==> config.mk <==
export PLATFORM = sky130hd
export DESIGN_NAME = if_fetch
export DESIGN_NICKNAME = d
export VERILOG_FILES = /design/src/rtl/if_fetch.sv
export SDC_FILE = /design/constraint.sdc
export NUM_CORES = 1
export LEC_CHECK = 0
export CORE_ASPECT_RATIO = 1.25
export CORE_UTILIZATION = 52
export DETAILED_ROUTE_END_ITERATION = 10
export PLACE_DENSITY_LB_ADDON = 0.15
export RECOVER_POWER = 25
export SLEW_MARGIN = 25
export SYNTH_ARGS = -nofsm -noshare
export SYNTH_HDL_FRONTEND = slang
export SYNTH_SLANG_ARGS = --single-unit
==> constraint.sdc <==
create_clock -name clk -period 6.25 [get_ports clk]
set_clock_uncertainty 0.15 [all_clocks]
set_input_delay 1.875 -clock clk [delete_from_list [all_inputs] [get_ports clk]]
set_output_delay 1.875 -clock clk [all_outputs]
set_load 0.02 [all_outputs]
==> src/rtl/if_fetch.sv <==
// Instruction fetch: issues in-order imem requests and buffers {pc, instr} pairs for decode.
// Latency: fetch-to-decode is memory response latency + 1 cycle.
// Backpressure: decode stall holds the head; requests are credit-limited to FIFO_DEPTH in flight or buffered.
module if_fetch #(
    parameter int                ADDR_W     = 32,
    parameter int                INSTR_W    = 32,
    parameter logic [ADDR_W-1:0] RESET_PC   = '0,
    parameter int                FIFO_DEPTH = 2
) (
    input  logic               clk,
    input  logic               clr,
    input  logic               stall,
    input  logic               i_redirect,
    input  logic [ADDR_W-1:0]  i_redirect_pc,
    output logic               o_imem_req,
    output logic [ADDR_W-1:0]  o_imem_addr,
    input  logic               i_imem_gnt,
    input  logic               i_imem_rvalid,
    input  logic [INSTR_W-1:0] i_imem_rdata,
    output logic [ADDR_W-1:0]  o_pc,
    output logic [INSTR_W-1:0] o_instr,
    output logic               o_valid
);
    localparam int PW = (FIFO_DEPTH > 1) ? $clog2(FIFO_DEPTH) : 1;
    localparam int CW = PW + 1;
    localparam int SW = CW + 1;

    logic [ADDR_W-1:0]  r_fetch_pc;
    logic [ADDR_W-1:0]  r_resp_pc;
    logic [CW-1:0]      r_outstanding;
    logic [CW-1:0]      r_drop;
    logic [CW-1:0]      r_count;
    logic [PW-1:0]      r_rd_ptr;
    logic [PW-1:0]      r_wr_ptr;
    logic               r_clr_d;
    logic [ADDR_W-1:0]  buf_pc    [FIFO_DEPTH];
    logic [INSTR_W-1:0] buf_instr [FIFO_DEPTH];

    logic [SW-1:0] in_use;
    logic          grant;
    logic          push;
    logic          pop;
    logic          head_vld;

    // Stale in-flight responses will be discarded, so they do not consume buffer credit.
    assign in_use      = SW'(r_outstanding) + SW'(r_count) - SW'(r_drop);
    assign o_imem_req  = !clr && !r_clr_d && !i_redirect && (in_use < SW'(FIFO_DEPTH));
    assign o_imem_addr = r_fetch_pc;
    assign grant       = o_imem_req && i_imem_gnt;
    assign push        = !clr && !i_redirect && i_imem_rvalid && (r_drop == '0);
    assign head_vld    = (r_count != '0);
    assign pop         = !clr && !i_redirect && head_vld && !stall;

    assign o_valid = !clr && head_vld;
    assign o_pc    = o_valid ? buf_pc[r_rd_ptr]    : '0;
    assign o_instr = o_valid ? buf_instr[r_rd_ptr] : '0;

    always_ff @(posedge clk) begin
        if (clr) begin
            r_fetch_pc    <= RESET_PC;
            r_resp_pc     <= RESET_PC;
            r_outstanding <= '0;
            r_drop        <= '0;
            r_count       <= '0;
            r_rd_ptr      <= '0;
            r_wr_ptr      <= '0;
            r_clr_d       <= 1'b1;
        end else begin
            r_clr_d       <= 1'b0;
            r_outstanding <= r_outstanding + CW'(grant) - CW'(i_imem_rvalid);
            if (i_redirect) begin
                // Everything still in flight after this cycle belongs to the wrong path.
                r_fetch_pc <= i_redirect_pc;
                r_resp_pc  <= i_redirect_pc;
                r_drop     <= r_outstanding - CW'(i_imem_rvalid);
                r_count    <= '0;
                r_rd_ptr   <= '0;
                r_wr_ptr   <= '0;
            end else begin
                if (grant)
                    r_fetch_pc <= r_fetch_pc + ADDR_W'(4);
                if (i_imem_rvalid && (r_drop != '0))
                    r_drop <= r_drop - CW'(1);
                if (push) begin
                    r_resp_pc <= r_resp_pc + ADDR_W'(4);
                    r_wr_ptr  <= r_wr_ptr + PW'(1);
                end
                if (pop)
                    r_rd_ptr <= r_rd_ptr + PW'(1);
                r_count <= r_count + CW'(push) - CW'(pop);
            end
        end
    end

    always_ff @(posedge clk) begin
        if (push) begin
            buf_pc[r_wr_ptr]    <= r_resp_pc;
            buf_instr[r_wr_ptr] <= i_imem_rdata;
        end
    end
endmodule

==> flow_metrics.env <==
export IMPL_r2r_start="r_drop[1]"
export IMPL_clk_pin_slew_ns=0.06
export IMPL_crit_path_start="clr"
export IMPL_dp_cells=1105
export IMPL_power_per_cell_area_nw_per_um2=267
export IMPL_place_gp_congestion=0.958
export IMPL_dieArea_um2=17400
export IMPL_path_cells="clkbuf_2, or2_2, buf_12, nor2_1, clkdlybuf4s50_1"
export IMPL_io_pins=168
export IMPL_grt_util_all_layers_pct=23.2
export IMPL_grt_overflow_total=0
export IMPL_grt_max_degree=65
export IMPL_period_share_pct=88.8
export IMPL_nets=993
export IMPL_status="completed"
export IMPL_cts_resized_gates=0
export IMPL_areaGrowthSynthToFinish_pct=29.6
export IMPL_ys_seq_area_share_pct=60.8
export IMPL_setup_slack_ns=0.699
export IMPL_synth_fa_ha_area_share_pct=1.74
export IMPL_post_cts_setup_buffer_count=0
export IMPL_synth_top_cell_area_share_pct=43.9
export IMPL_hold_viol=0
export IMPL_htreeDepth=1
export IMPL_crit_fanout=46
export IMPL_cts_tree="built"
export IMPL_drc=0
export IMPL_synth_compound_area_share_pct=7.97
export IMPL_slowest_stage="clkdlybuf4s50_1"
export IMPL_diodes=0
export IMPL_worst_skew_pair_late_latency_ns=0.48
export IMPL_hold_slack_ns=0.321
export IMPL_multi_input_area_um2=3170
export IMPL_critPathTopFamily="buffers and inverters"
export IMPL_cts_buffers_inserted=20
export IMPL_avgViaCountPerCell=5.51
export IMPL_clockBufferDepth=3
export IMPL_final_util_pct=69.6
export IMPL_start_util_pct=53.7
export IMPL_dieHeight_um=147
export IMPL_hpwl_mm=13.5
export IMPL_syn_num_nets=831
export IMPL_wirelength_mm=19.8
export IMPL_dpl_cell_area_um2=10700
export IMPL_nFillCells=1209
export IMPL_place_ws_ns=0.692
export IMPL_portBuffers=167
export IMPL_crit_path_end_kind="primary output"
export IMPL_synth_cell_types=49
export IMPL_fmax_mhz=180
export IMPL_setup_viol=0
export IMPL_synth_mux_area_fraction_pct=7.55
export IMPL_maxSlewHeadroom_pct=37.7
export IMPL_synth_edf_count=128
export IMPL_rows=52
export IMPL_antenna_left=0
export IMPL_synth_simple_area_share_pct=13.2
export IMPL_worst_pin_slew_ns=0.934
export IMPL_synth_top_cell_by_area="edfxtp_1"
export IMPL_ys_seq_elements=202
export IMPL_drt_pass1_iter_count=5
export IMPL_required_ns=4.22
export IMPL_avgSynthCellArea_um2=11.7
export IMPL_grt_pass1_vias=6312
export IMPL_postCtsHoldBufs=0
export IMPL_cp_buffers_inverters=3
export IMPL_final_area_um2=11400
export IMPL_ir_drop_uv=192
export IMPL_p_leak_nw=3.76
export IMPL_drive_above_1_share_pct=5.19
export IMPL_wire_per_inst_um=17.4
export IMPL_start_kind="primary input"
export IMPL_die_width_um=118
export IMPL_cpPeakStageDelay_ns=0.61
export IMPL_hold_path_class="reg2reg"
export IMPL_slew_viol_final=0
export IMPL_first_iter_violations=422
export IMPL_clockRootBuffer="clkbuf_16"
export IMPL_synth_top_family_by_area="simple AND/OR/NAND/NOR gates"
export IMPL_cap_violations=0
export IMPL_finalSetupTns_ns=0
export IMPL_syn_cell_area_um2=8760
export IMPL_vias=6277
export IMPL_seq_area_um2=5330
export IMPL_synth_cells=750
export IMPL_stdcell_count=1140
export IMPL_grt_pass1_wl_mm=32.4
export IMPL_fin_crit_ns=5.55
export IMPL_async_flop_share_pct=0
export IMPL_hold_start="o_imem_addr[1]"
export IMPL_cts_sinks=202
export IMPL_rsz0062_at_grt="no"
export IMPL_power_total_mw=3.03
export IMPL_antenna_found_initial=0
export IMPL_synth_xor_area_share_pct=5.60
export IMPL_yosys_warnings=0
export IMPL_arrival_ns=3.53
export IMPL_ys_top_cells_by_area="edfxtp_1, dfxtp_1, mux2i_1"
export IMPL_synthFlopType="edfxtp_1"
export IMPL_critical_path_class="in2out"
export IMPL_core_area_um2=16300
cells by family after synthesis:
logic type / count (synthesis)
compound gates: 106
xor+xnor: 56
fa+ha+maj: 11
buf+inv: 73
flops: 202
mux: 66
simple gates: 236
where the power goes:
group | total, mW | internal (mW) | switching, mW
Clock | 1.23 | 0.748 | 0.478
Sequential | 1.52 | 1.47 | 0.0516
Combinational | 0.285 | 0.135 | 0.151
cells in the final DEF (no fill, tap or decap), types with 18 or more instances in the layout:
master | netlist | routed
clkdlybuf4s50_1 | 0 | 144
edfxtp_1 | 128 | 128
nor2_1 | 94 | 93
dfxtp_1 | 74 | 73
mux2i_1 | 65 | 65
xnor2_1 | 39 | 39
a21oi_1 | 38 | 38
inv_1 | 36 | 36
nand2_1 | 36 | 36
nand3_1 | 24 | 24
dlygate4sd3_1 | 0 | 22
clkbuf_16 | 0 | 21
nor4_1 | 19 | 19
a21boi_1 | 18 | 18
metal layers:
layer	routed length (µm)	up-vias	track usage [%]	part of all wire, %
met4	427	0	6.86	2.2
met2	9680	234	39.6	49
li1	-	3027	-	-
met1	8580	2985	30.9	43
met3	1150	31	3.30	5.8
met5	0	-	0	0
final timing paths:
kind,end,slack (ns),cells past startpoint
min,o_imem_addr[1],0.32,2
max,o_pc[22],0.70,5
min reg2reg,o_imem_addr[1],0.32,2
max reg2reg,r_outstanding[1],2.78,11
final cells by class:
class | count | share of cell area [%]
Multi-Input combinational cell | 475 | 27.9
Timing Repair Buffer | 177 | 15.6
Tap cell | 216 | 2.38
Clock inverter | 10 | 1.19
Sequential cell | 202 | 46.9
Inverter | 36 | 1.19
Clock buffer | 24 | 4.81
state kept, by name, summed over array words and instances, names as in the netlist, named ones only:
name,count
buf_instr,64
buf_pc,64
o_imem_addr,32
r_resp_pc,32
r_count,2
r_drop,2
r_outstanding,2
r_clr_d,1
r_rd_ptr,1
r_wr_ptr,1
synthesized netlist by cell type (16+ instances only):
library cell  count
nor2_1           94
a21boi_1         18
edfxtp_1        128
dfxtp_1          74
nor4_1           19
mux2i_1          65
nand3_1          24
clkbuf_1         23
xnor2_1          39
a21boi_0         16
xor2_1           17
a21oi_1          38
inv_1            36
nand2_1          36
worst register-to-register path: stages, from the launching register on:
cell and delay, ns:
dfxtp_1 0.33, inv_1 0.07, fa_1 0.51, inv_1 0.06, fa_1 0.47, xnor2_1 0.50, nand3_1 0.42, ha_1 0.41
inv_1 0.04, ha_1 0.17, xnor2_1 0.16, nor2_1 0.06
No activity file was read; power rests on OpenSTA's default activity.
